## config.mk

```make
export PLATFORM = sky130hd
export DESIGN_NAME = imem_stream
export DESIGN_NICKNAME = d
export VERILOG_FILES = /design/src/rtl/imem_stream.sv
export SDC_FILE = /design/constraint.sdc
export NUM_CORES = 1
export LEC_CHECK = 0
export CAP_MARGIN = 30
export CORE_MARGIN = 3
export CORE_UTILIZATION = 23
export DETAILED_ROUTE_END_ITERATION = 16
export GPL_ROUTABILITY_DRIVEN = 0
export PLACE_DENSITY = 0.76
export REMOVE_ABC_BUFFERS = 1
export SLEW_MARGIN = 20
export SYNTH_ARGS = -nofsm -noshare
export SYNTH_HDL_FRONTEND = slang
export SYNTH_SLANG_ARGS = --single-unit
```

## constraint.sdc

```tcl
create_clock -name clk -period 2 [get_ports clk]
set_input_delay 0.4 -clock clk [delete_from_list [all_inputs] [get_ports clk]]
set_output_delay 0.4 -clock clk [all_outputs]
set_load 0.005 [all_outputs]
```

## src/rtl/imem_stream.sv

```systemverilog
// Registered-read instruction memory with a 2-entry response buffer and range checking.
// Define IMEM_LOADER_EN to build the streaming program loader (LOAD state and write port).
module imem_stream #(
    parameter int    WIDTH     = 32,
    parameter int    DEPTH     = 64,
    parameter int    AW        = 8,
    parameter string INIT_FILE = "memfile.dat"
) (
    input  logic             clk,
    input  logic             reset,
    input  logic             req_valid,
    output logic             req_ready,
    input  logic [AW-1:0]    req_addr,
    output logic             rsp_valid,
    input  logic             rsp_ready,
    output logic [WIDTH-1:0] rsp_data,
    output logic             rsp_err,
    input  logic             load_start,
    input  logic             load_valid,
    input  logic [WIDTH-1:0] load_data,
    input  logic             load_last,
    output logic             load_done
);
    localparam int MW = (DEPTH > 1) ? $clog2(DEPTH) : 1;

    typedef enum logic {
        ST_RUN  = 1'b0,
        ST_LOAD = 1'b1
    } state_t;

    logic [WIDTH-1:0] mem [DEPTH];

    state_t           state_q, state_d;
    logic [MW-1:0]    ptr_q, ptr_d;
    logic             load_done_q, load_done_d;
    logic [1:0]       count_q, count_d;
    logic [WIDTH-1:0] data0_q, data0_d, data1_q, data1_d;
    logic             err0_q, err0_d, err1_q, err1_d;
    logic             push_s, pop_s, in_range_s, wr_en_s;
    logic [WIDTH-1:0] rd_data_s;
    logic [MW-1:0]    wr_addr_s;

    // Slot 0 is always the buffer head, so the outputs come straight from flops.
    assign req_ready = (state_q == ST_RUN) && (count_q < 2'd2);
    assign rsp_valid = (count_q != 2'd0);
    assign rsp_data  = data0_q;
    assign rsp_err   = err0_q;
    assign load_done = load_done_q;
    assign push_s    = req_valid && req_ready;
    assign pop_s     = rsp_valid && rsp_ready;

    // Array lookup with out-of-range addresses forced to zero data
    always_comb begin
        in_range_s = (32'(req_addr) < 32'(DEPTH));
        rd_data_s  = '0;
        if (in_range_s) begin
            rd_data_s = mem[req_addr[MW-1:0]];
        end else begin
            rd_data_s = '0;
        end
    end

    // Response buffer next state: shift on pop, fill first free slot on push
    always_comb begin
        count_d = count_q;
        data0_d = data0_q;
        data1_d = data1_q;
        err0_d  = err0_q;
        err1_d  = err1_q;
        case ({push_s, pop_s})
            2'b10: begin
                if (count_q == 2'd0) begin
                    data0_d = rd_data_s;
                    err0_d  = ~in_range_s;
                end else begin
                    data1_d = rd_data_s;
                    err1_d  = ~in_range_s;
                end
                count_d = count_q + 2'd1;
            end
            2'b01: begin
                data0_d = data1_q;
                err0_d  = err1_q;
                count_d = count_q - 2'd1;
            end
            2'b11: begin
                if (count_q == 2'd1) begin
                    data0_d = rd_data_s;
                    err0_d  = ~in_range_s;
                end else begin
                    data0_d = data1_q;
                    err0_d  = err1_q;
                    data1_d = rd_data_s;
                    err1_d  = ~in_range_s;
                end
            end
            default: begin
                count_d = count_q;
            end
        endcase
    end

`ifdef IMEM_LOADER_EN
    // Loader control: a start restarts at word 0 and may carry a word in the same cycle
    always_comb begin
        state_d     = state_q;
        ptr_d       = ptr_q;
        load_done_d = 1'b0;
        wr_en_s     = 1'b0;
        wr_addr_s   = ptr_q;
        if (load_start || (state_q == ST_LOAD)) begin
            wr_addr_s = load_start ? {MW{1'b0}} : ptr_q;
            if (load_valid) begin
                wr_en_s = 1'b1;
                if (load_last || (wr_addr_s == MW'(DEPTH - 1))) begin
                    state_d     = ST_RUN;
                    ptr_d       = {MW{1'b0}};
                    load_done_d = 1'b1;
                end else begin
                    state_d = ST_LOAD;
                    ptr_d   = wr_addr_s + {{(MW-1){1'b0}}, 1'b1};
                end
            end else begin
                state_d = ST_LOAD;
                ptr_d   = wr_addr_s;
            end
        end else begin
            state_d = ST_RUN;
        end
    end
`else
    logic unused_load_s;
    assign unused_load_s = ^{load_start, load_valid, load_last, ptr_q, state_q};

    // ROM build: loader inputs have no effect and the state never leaves RUN
    always_comb begin
        state_d     = ST_RUN;
        ptr_d       = {MW{1'b0}};
        load_done_d = 1'b0;
        wr_en_s     = 1'b0;
        wr_addr_s   = {MW{1'b0}};
    end
`endif

    // Memory write port; contents deliberately survive reset
    always_ff @(posedge clk) begin
        if (wr_en_s && !reset) begin
            mem[wr_addr_s] <= load_data;
        end
    end

    // State registers with synchronous reset
    always_ff @(posedge clk) begin
        if (reset) begin
            state_q     <= ST_RUN;
            ptr_q       <= {MW{1'b0}};
            load_done_q <= 1'b0;
            count_q     <= 2'd0;
            data0_q     <= '0;
            data1_q     <= '0;
            err0_q      <= 1'b0;
            err1_q      <= 1'b0;
        end else begin
            state_q     <= state_d;
            ptr_q       <= ptr_d;
            load_done_q <= load_done_d;
            count_q     <= count_d;
            data0_q     <= data0_d;
            data1_q     <= data1_d;
            err0_q      <= err0_d;
            err1_q      <= err1_d;
        end
    end
endmodule

```

==> After elaboration in Yosys (flattened, before gate mapping) <==
Cells that the tools add are included.
{ "op_classes": {"add_sub_neg": 2, "n_mul": 0, "n_div": 0, "order_cmp": 2, "n_eq_ne": 7, "n_shift": 0, "n_mux": 14, "n_bitwise": 1, "reduce_logical": 9} }
{ "ops": {"columns": ["op", "n"], "rows": [
  ["32-bit two-way mux", 5],
  ["32-bit case mux with 3 select lines", 1],
  ["32-bit case mux with 2 select lines", 1],
  ["8-bit by 7-bit less-than comparator with 1-bit output, second input constant", 1],
  ["2-bit inequality test, second input constant", 3],
  ["2-bit nonzero test", 3],
  ["2-bit by 1-bit == test with 1-bit output, second input constant", 2],
  ["2-bit == test, second input constant", 2],
  ["1-bit two-way mux", 4],
  ["2-bit case mux with 2 select lines", 1],
  ["1-bit case mux with 3 select lines", 1],
  ["3-bit AND reduction", 1],
  ["3-bit nonzero test", 1],
  ["2-bit by 1-bit adder with 2-bit output, second input constant", 1],
  ["1-bit logical AND", 2],
  ["2-bit zero test", 1],
  ["2-bit less-than comparator, second input constant", 1],
  ["1-bit case mux with 2 select lines", 1],
  ["2-bit AND reduction", 1],
  ["2-bit by 1-bit subtractor with 2-bit output, second input constant", 1],
  ["1-bit NOT", 1]
]} }
{ "totals": {"reg_bits": 68, "latch_bits": 0, "ramBits": 0, "rom_bits": 0, "in_bits": 47, "output_inout_bits": 36, "elab_cells": 40, "mem_count": 0} }

==> Logic depth before layout (Yosys ltp) <==
Gate-level depths: netlist of the first run.
{ "depth": {"ltp_word": 5, "ltp_mapped": 9, "depth_no_buf": 8} }

==> Worst setup path before layout of the first run <==
No wires, ideal clock.
{ "synth_path": {"path_type": "register to register", "start": "register count_q[0]", "end": "register err1_q", "setup_time_ps": 91, "arrival_time_ps": 1570, "required_ps": 1909, "setup_slack_ps": 339, "stages_incl_launch_ff": 10, "path_buffers": 1, "period_less_slack_ps": 1661, "path_cell_list": "dfxtp_1 -> inv_1 -> ha_1 -> nor2b_1 -> clkbuf_2 -> inv_1 -> ha_1 -> a22oi_1 -> a21oi_1 -> a311oi_1"} }
{ "synth_between": {"elab_chain_len": 5, "word_cells_on_any_way": 13, "classes_between": "order compare: 1; eq/ne: 5; mux: 1; reduce/logical: 6"} }
{ "synth_rtl": {"columns": ["element", "line_no", "source"], "rows": [
  ["from (decl)", "36", "logic [1:0] count_q, count_d;"],
  ["from (signal assigned)", "167", "count_q <= count_d;"],
  ["2-bit less-than comparator or 2-bit nonzero test (tied branches)", "44, 45", null],
  ["1-bit logical AND, on equally long branches", "49, 50", null],
  ["2-bit == test", "70", "case ({push_s, pop_s})"],
  ["2-bit inequality test (no line) or 2-bit nonzero test (tied branches)", null, null],
  ["3-bit AND reduction (no line)", null, null],
  ["to (signal assigned)", "171", "err1_q <= err1_d;"],
  ["to (decl)", "38", "logic err0_q, err0_d, err1_q, err1_d;"]
]} }
Several ways; a longest one is shown, not always the timed one.
A chain may end at the register's enable or synchronous reset.

==> Final worst setup path of the first run <==
{ "layout_path": {"start": "register count_q[0]", "end": "output port rsp_valid"} }
{ "layout_between": {"elab_chain_len": 1} }
{ "layout_rtl": {"columns": ["element", "line_no", "source"], "rows": [
  ["2-bit nonzero test", "45", "assign rsp_valid = (count_q != 2'd0);"],
  ["to (decl)", "14", "output logic rsp_valid,"]
]} }
No other way between the ends.

==> impl_metrics.env, run 1 <==
export IMPL_cp_start_kind="flop"
export IMPL_worst_slack_ns=0.124
export IMPL_dp_cells=107
export IMPL_insertion_delay_ns=0.23
export IMPL_ctsResizeCount=0
export IMPL_cts_buffers=3
export IMPL_worstHoldPathType="reg2reg"
export IMPL_place_area_um2=562
export IMPL_drt_met1_wl_um=296
export IMPL_final_nets=137
export IMPL_wl_met2_um=435
export IMPL_hold_viol_final=0
export IMPL_p_int_uw=358
export IMPL_p_switching_uw=232
export IMPL_seqCellArea_um2=80.1
export IMPL_yosysWarningCount=0
export IMPL_ys_types=21
export IMPL_fin_cells=110
export IMPL_mostFrequentLayoutCells="conb_1 (33), clkdlybuf4s50_1 (8), ha_1 (6), inv_1 (4), dfxtp_1 (4)"
export IMPL_leakagePower_nw=0.309
export IMPL_crit_arrival_ns=1.48
export IMPL_cp_max_fo=5
export IMPL_synthTopCellsByArea="buf_4 (44%), dfxtp_1 (14%), ha_1 (13%), a311oi_1 (3.1%), a211oi_1 (2.7%)"
export IMPL_path_clk_slew_ns=0.04
export IMPL_max_stage_delay_ns=0.49
export IMPL_fmax_mhz=533
export IMPL_vias_per_cell=3.33
export IMPL_fill_cells=251
export IMPL_setup_viol=0
export IMPL_cts_hold_buffers=0
export IMPL_cp_common_cell="inv_1"
export IMPL_power_density_nw_per_um2=1010
export IMPL_ys_seq_area_share_pct=14.2
export IMPL_worst_hold_slack_ns=0.494
export IMPL_final_common_cell="conb_1"
export IMPL_first_pass_iters=1
export IMPL_grt_usage_pct=4.71
export IMPL_gr_total_overflow=0
export IMPL_drt_iter0_drc=0
export IMPL_maxCapViolations=0
export IMPL_syn_cell_area_um2=564
export IMPL_cts_sinks=4
export IMPL_grt_first_pass_wirelength_um=1120
export IMPL_postLayoutCoreUtil_pct=25.7
export IMPL_finalPower_uw=589
export IMPL_netlist_instances=71
export IMPL_clock_root_buffer="clkbuf_4"
export IMPL_design_core_area_um2=2280
export IMPL_dr_wl_met3_um=71
export IMPL_finClkSkew_ns=0.000275
export IMPL_p_comb_share_pct=60.2
export IMPL_crit_required_ns=1.60
export IMPL_antenna_found_initial=0
export IMPL_seqPwrFrac_pct=22.9
export IMPL_initial_core_util_pct=24.8
export IMPL_dp_hpwl_um=713
export IMPL_grt_max_degree=7
export IMPL_fin_crit_sh_pct=93.8
export IMPL_ant_nets=0
export IMPL_rsz0062_at_grt="no"
export IMPL_grt_pass1_vias=284
export IMPL_drv_slew=0
export IMPL_synth_top_cell_by_area="buf_4"
export IMPL_io_buffers=8
export IMPL_cts_setup_buffers=0
export IMPL_die_h_um=55.5
export IMPL_drive_gt1_share_pct=11.0
export IMPL_cts_tree="done"
export IMPL_clockBufferDepth=2
export IMPL_vias=366
export IMPL_yosysTopAreaCellShare_pct=43.9
export IMPL_drt_total_wl_um=803
export IMPL_dpl_worst_slack_ns=0.0528
export IMPL_num_rows=17
export IMPL_drc=0
export IMPL_fp_dieW_um=55.5
export IMPL_top_layer_used="met3"
export IMPL_p_sw_share_pct=39.3
export IMPL_crit_type="reg2out"
export IMPL_syn_mean_instance_area_um2=7.95
export IMPL_setup_tns_final_ns=0
export IMPL_slowest_stage="clkdlybuf4s50_1"
export IMPL_cts_max_level=1
export IMPL_dieArea_um2=3080
export IMPL_area_delta_synth_final_pct=3.55
export IMPL_cp_end_kind="primary output"
export IMPL_multi_input_area_um2=324
export IMPL_ioPinCount=83
export IMPL_clock_power_share_pct=16.8
export IMPL_design_area_um2=584
export IMPL_status="complete, no violations"
export IMPL_wl_per_cell_um=7.30
export IMPL_antenna_cells=0
export IMPL_period_needed_ns=1.88
export IMPL_ys_ff_latch=4
export IMPL_worstPathCellList="inv_1, ha_1, inv_1, clkdlybuf4s50_1"
export IMPL_ir_drop_mv=0.360
==> registers in the layout, indices dropped and copies added, names as in the netlist <==
signal	cells
err1_q	1
count_q	2
rsp_err	1
==> layer usage <==
metal  vias to the layer above  GRT usage, %
li1                        184             -
met1                       161          4.75
met2                        21          7.77
met3                         0         0.701
met4                         0          5.21
met5                         -             0
==> final cells by class <==
cell class | instances | share of cell area (%)
flip-flops and latches | 4 | 13.7
repair buffers | 10 | 16.3
multi-input cells | 59 | 55.5
inverters | 6 | 4.71
well taps | 28 | 6.00
clock buffers | 3 | 3.85
==> worst paths after layout <==
check,from,end,slack [ns],depth (start not counted)
worst max-delay path,count_q[0],rsp_valid,0.12,4
worst min-delay path,count_q[0],count_q[0],0.49,2
worst max register to register,count_q[0],err1_q,0.18,8
worst min register to register,count_q[0],count_q[0],0.49,2
==> kinds of logic (layout without fill, tap and decap cells) <==
group                    count (synthesis)  in the layout  share of synthesized area (%)
buffers and inverters                   40             19                           49.7
AO/OA/AOI/OAI                           11             11                           14.0
AND/OR/NAND/NOR                          8              8                           6.65
adder cells (fa/ha/maj)                  6              6                           13.3
flip-flops                               4              4                           14.2
other                                    1             33                          0.665
XOR/XNOR                                 1              1                           1.55
==> critical path: cells and delay by family, from the launching register on <==
kind	cells	cell delay [ns]
adder cells (fa/ha/maj)	1	0.26
flip-flops	1	0.36
buffers and inverters	3	0.63
==> power groups by stage <==
stage	clock (mW)	combinational, mW	sequential (mW)
floorplan	0	0.225	0.133
global placement	0	0.339	0.136
detailed placement	0	0.355	0.137
CTS	0.105	0.358	0.136
global route	0.111	0.404	0.140
finish	0.0991	0.355	0.135
==> cell usage after synthesis <==
| cell | n |
|---|---|
| buf_4 | 33 |
| ha_1 | 6 |
| dfxtp_1 | 4 |
| inv_1 | 4 |
| nor2_1 | 3 |
| a211oi_1 | 2 |
| a21oi_1 | 2 |
| a311oi_1 | 2 |
| nand2_1 | 2 |
| nor2b_1 | 2 |
| a21o_1 | 1 |
| a21o_2 | 1 |
| a22oi_1 | 1 |
| clkbuf_2 | 1 |
| conb_1 | 1 |
| inv_2 | 1 |
| inv_6 | 1 |
| nand2_2 | 1 |
| o211ai_1 | 1 |
| o21ai_0 | 1 |
| xor2_1 | 1 |
No activity file was read; power rests on OpenSTA's default activity.
==> run 2, diff against run 1 <==
==> constraint.sdc (replaced) <==
create_clock -name clk -period 1.8 [get_ports clk]
set_input_delay 0.36 -clock clk [delete_from_list [all_inputs] [get_ports clk]]
set_output_delay 0.36 -clock clk [all_outputs]
set_load 0.05 [all_outputs]
==> impl_metrics.env, run 2 (synthesis results as in run 1) <==
export IMPL_initial_core_util_pct=24.8
export IMPL_status="complete, no violations"
export IMPL_die_h_um=55.5
export IMPL_ctsResizeCount=0
export IMPL_gr_total_overflow=0
export IMPL_cp_end_kind="flop"
export IMPL_ioPinCount=83
export IMPL_grt_max_degree=7
export IMPL_final_common_cell="conb_1"
export IMPL_mostFrequentLayoutCells="conb_1 (33), clkdlybuf4s50_1 (5), inv_1 (4), ha_1 (4), dfxtp_1 (4)"
export IMPL_power_density_nw_per_um2=1600
export IMPL_crit_buf_inv=1
export IMPL_first_pass_iters=4
export IMPL_vias_per_cell=3.53
export IMPL_worstReg2RegStart="count_q[0]"
export IMPL_num_rows=17
export IMPL_insertion_delay_ns=0.23
export IMPL_antenna_cells=0
export IMPL_largest_reg_flops=2
export IMPL_path_depth=7
export IMPL_cp_endpoint="rsp_err"
export IMPL_cts_tree="done"
export IMPL_rrSetupSlack_ns=0.12
export IMPL_grt_first_pass_wirelength_um=1280
export IMPL_fin_crit_sh_pct=93.5
export IMPL_drc=0
export IMPL_leakagePower_nw=0.309
export IMPL_maxCapViolations=0
export IMPL_setup_tns_final_ns=0
export IMPL_startpoint="count_q[0]"
export IMPL_cts_max_level=1
export IMPL_design_core_area_um2=2280
export IMPL_max_stage_delay_ns=0.39
export IMPL_worstPathCellList="inv_1, ha_2, nor2b_2, ha_2, nor2b_1, o211ai_1, a311oi_1"
export IMPL_final_nets=136
export IMPL_clock_root_buffer="clkbuf_4"
export IMPL_dp_hpwl_um=714
export IMPL_crit_type="reg2reg"
export IMPL_fmax_mhz=594
export IMPL_cts_hold_buffers=0
export IMPL_slowest_stage="dfxtp_1"
export IMPL_grtUsageMet3_pct=0.701
export IMPL_ir_drop_mv=0.684
export IMPL_wl_per_cell_um=7.92
export IMPL_vias=385
export IMPL_fp_dieW_um=55.5
export IMPL_cts_setup_buffers=0
export IMPL_cts_sinks=4
export IMPL_period_needed_ns=1.68
export IMPL_setup_viol=0
export IMPL_cp_max_fo=5
export IMPL_use_met1_pct=4.60
export IMPL_r2r_end="rsp_err"
export IMPL_finClkSkew_ns=0.000794
export IMPL_r2r_cells=7
export IMPL_ant_nets=0
export IMPL_cp_start_kind="flop"
export IMPL_clockBufferDepth=2
export IMPL_drt_total_wl_um=863
export IMPL_largest_register="count_q"
export IMPL_hold_viol_final=0
export IMPL_path_clk_slew_ns=0.04
export IMPL_io_buffers=8
export IMPL_worstHoldPathType="reg2reg"
export IMPL_grt_busiest_layer="met2"
export IMPL_grt_pass1_vias=334
export IMPL_cp_top_family="adder cells"
export IMPL_antenna_found_initial=0
export IMPL_grt_use_met2_pct=9.63
export IMPL_drt_iter0_drc=3
export IMPL_crit_arrival_ns=1.82
export IMPL_dieArea_um2=3080
export IMPL_drv_slew=0
export IMPL_postLayoutCoreUtil_pct=26.1
export IMPL_crit_required_ns=1.93
export IMPL_cp_common_cell="ha_2"
export IMPL_cts_buffers=3
export IMPL_grt_usage_pct=5.14
export IMPL_drive_gt1_share_pct=18.5
export IMPL_area_delta_synth_final_pct=5.32
-- run 2: cell count changes in the layout (fill, tap and decap cells not counted) --
cell and change:
buf_4 +1, ha_1 -2, clkdlybuf4s50_1 -3, nor2b_1 -1, ha_2 +2, a22oi_2 +1
nor2b_2 +1, a22oi_1 -1, buf_12 +1
-- run 2: where the power goes --
group          total (mW)  switching, mW  leakage (nW)  internal (mW)
Clock               0.109         0.0344        0.0138         0.0744
Combinational       0.688          0.462         0.262          0.225
Sequential          0.155         0.0282        0.0332          0.126
-- run 2: stage by stage --
step                      setup slack [ns]  cells  cell area (µm²)  hold slack, ns  power, mW
after detailed placement           -0.0833    106              559           0.498      0.815
after CTS                          0.00676    109              582           0.508      0.928
final                                0.116    109              594           0.514      0.951
after floorplan                    -0.0435     69              432           0.429      0.644
after global placement            -0.00332    106              559           0.479      0.797
after global routing               -0.0382    109              594           0.553       1.02
-- run 2: how the worst min path moves through the flow --
stage | cells after the start | from | slack [ns] | endpoint
after floorplan | 1 | reset | 0.43 | count_q[0]
after global placement | 2 | count_q[0] | 0.48 | count_q[0]
after detailed placement | 2 | count_q[0] | 0.50 | count_q[0]
after CTS | 2 | count_q[0] | 0.51 | count_q[0]
after global routing | 2 | count_q[1] | 0.55 | count_q[1]
final | 2 | count_q[1] | 0.51 | count_q[1]
-- run 2: layout make-up --
| cell class | count | area [µm²] |
|---|---|---|
| multi-input cells | 59 | 337 |
| repair buffers | 9 | 92.6 |
| fillers | 252 | 1680 |
| clock buffers | 3 | 22.5 |
| well taps | 28 | 35.0 |
| inverters | 6 | 27.5 |
| flip-flops and latches | 4 | 80.1 |
-- run 2: routing by layer --
metal | vias up | part of all wire, %
met4 | 0 | 1.6
met3 | 2 | 8.2
met2 | 23 | 54
li1 | 182 | -
met1 | 178 | 36
met5 | - | 0
-- run 2: tightest hold or removal path, delay by kind of cell, from the launching register on --
kind / cells / cell delay, ns
buffers and inverters: 1 / 0.09
DFF: 1 / 0.30
AOI/OAI and AO/OA: 1 / 0.07
==> run 3, diff against run 2 <==
--- a/config.mk
+++ b/config.mk
@@ -6,6 +6,7 @@
 export NUM_CORES = 1
 export LEC_CHECK = 0
 export CAP_MARGIN = 30
+export CORE_ASPECT_RATIO = 1.4
 export CORE_MARGIN = 3
 export CORE_UTILIZATION = 23
 export DETAILED_ROUTE_END_ITERATION = 16
==> impl_metrics.env, run 3 (synthesis results as in run 1) <==
export IMPL_clock_root_buffer="clkbuf_4"
export IMPL_slowest_stage="dfxtp_1"
export IMPL_largest_reg_flops=2
export IMPL_period_needed_ns=1.67
export IMPL_vias_per_cell=3.72
export IMPL_wl_per_cell_um=8.10
export IMPL_cp_start_kind="flop"
export IMPL_fmax_mhz=600
export IMPL_leakagePower_nw=0.327
export IMPL_cp_top_family="compound AO/OA/AOI/OAI gates"
export IMPL_ioPinCount=83
export IMPL_use_met1_pct=6.50
export IMPL_vias=394
export IMPL_die_h_um=64.6
export IMPL_power_density_nw_per_um2=1600
export IMPL_cp_max_fo=4
export IMPL_io_buffers=8
export IMPL_status="complete, no violations"
export IMPL_path_clk_slew_ns=0.04
export IMPL_fin_crit_sh_pct=92.5
export IMPL_num_rows=20
export IMPL_design_area_um2=611
export IMPL_cts_tree="done"
export IMPL_cts_sinks=4
export IMPL_antenna_cells=0
export IMPL_drive_gt1_share_pct=20.2
export IMPL_max_stage_delay_ns=0.37
export IMPL_insertion_delay_ns=0.23
export IMPL_grt_use_met2_pct=7.95
export IMPL_ir_drop_mv=0.499
export IMPL_crit_arrival_ns=1.81
export IMPL_gr_total_overflow=0
export IMPL_drt_total_wl_um=859
export IMPL_crit_buf_inv=2
export IMPL_grtUsageMet3_pct=3.89
export IMPL_cp_end_kind="flop"
export IMPL_cts_buffers=3
export IMPL_finClkSkew_ns=0.00500
export IMPL_grt_first_pass_wirelength_um=1240
export IMPL_p_int_uw=448
export IMPL_seqCellArea_um2=80.1
export IMPL_fp_dieW_um=47.9
export IMPL_hold_viol_final=0
export IMPL_p_switching_uw=529
export IMPL_dieArea_um2=3090
export IMPL_drt_iter0_drc=8
export IMPL_antenna_found_initial=0
export IMPL_p_comb_share_pct=73.4
export IMPL_maxCapViolations=0
export IMPL_grt_busiest_layer="met2"
export IMPL_place_area_um2=574
export IMPL_grt_usage_pct=5.72
export IMPL_dp_hpwl_um=740
export IMPL_final_nets=139
export IMPL_drc=0
export IMPL_seqPwrFrac_pct=15.4
export IMPL_crit_required_ns=1.94
export IMPL_clock_power_share_pct=11.2
export IMPL_ant_nets=0
export IMPL_dp_cells=103
export IMPL_fin_cells=106
export IMPL_grt_pass1_vias=316
export IMPL_worstHoldPathType="reg2reg"
export IMPL_finalPower_uw=977
export IMPL_setup_viol=0
export IMPL_first_pass_iters=2
export IMPL_final_common_cell="conb_1"
export IMPL_design_core_area_um2=2250
export IMPL_multi_input_area_um2=338
export IMPL_cts_setup_buffers=0
export IMPL_cts_max_level=1
export IMPL_mostFrequentLayoutCells="conb_1 (33), ha_1 (6), buf_4 (6), clkdlybuf4s50_1 (5)"
export IMPL_initial_core_util_pct=25.1
export IMPL_setup_tns_final_ns=0
export IMPL_worstPathCellList="inv_1, ha_1, nor2b_2, inv_1, ha_1, a22oi_2, a21oi_1, a311oi_2"
export IMPL_drv_slew=0
export IMPL_crit_type="reg2reg"
export IMPL_rsz0062_at_grt="no"
export IMPL_p_sw_share_pct=54.1
export IMPL_largest_register="count_q"
export IMPL_area_delta_synth_final_pct=8.20
export IMPL_clockBufferDepth=2
export IMPL_grt_max_degree=7
export IMPL_fill_cells=252
==> run 3: changes by cell type in the layout (fill, tap and decap cells not counted), sizes merged <==
cell	delta
buf	+3
==> run 3: power groups by stage <==
stage / clock, mW / sequential (mW) / combinational [mW]
floorplan: 0 / 0.184 / 0.460
global placement: 0 / 0.150 / 0.680
detailed placement: 0 / 0.153 / 0.697
CTS: 0.116 / 0.151 / 0.698
global route: 0.126 / 0.155 / 0.780
finish: 0.110 / 0.151 / 0.717
==> run 3: repair_timing <==
action,in CTS,in global routing
gates resized for setup,0,3
setup endpoints to repair,0,4
hold buffers,0,0
==> run 3: layout make-up <==
class	count	share of cell area (%)
Clock buffer	3	3.69
Inverter	6	4.51
Multi-Input combinational cell	59	55.3
Sequential cell	4	13.1
Tap cell	22	4.51
Timing Repair Buffer	12	18.9
==> run 3: stage by stage <==
stage	util, %	hold WS, ns	setup WS (ns)
4_1_cts	26.5	0.510	0.0172
3_5_place_dp	25.5	0.504	-0.166
3_3_place_gp	25.5	0.487	-0.0762
6_report	27.1	0.505	0.135
2_1_floorplan	-	0.429	-0.0435
5_1_grt	27.1	0.530	0.0169
==> run 3: path summary, 6_finish.rpt <==
kind,start,end,slack (ns),cells past startpoint
worst max-delay path,count_q[0],err1_q,0.13,8
worst max register to register,count_q[0],err1_q,0.13,8
worst min register to register,count_q[0],count_q[0],0.50,2
worst min-delay path,count_q[0],count_q[0],0.50,2
==> run 3: worst min-delay path, stage by stage (launching register included) <==
cell     delay (ns)
dfxtp_1        0.33
nand2_1        0.06
a21oi_1        0.06
==> run 3: per-layer routing <==
metal / wire [µm] / vias up
met5: 0 / -
met4: 0 / 0
met3: 158 / 0
met2: 385 / 39
met1: 314 / 168
li1: - / 187
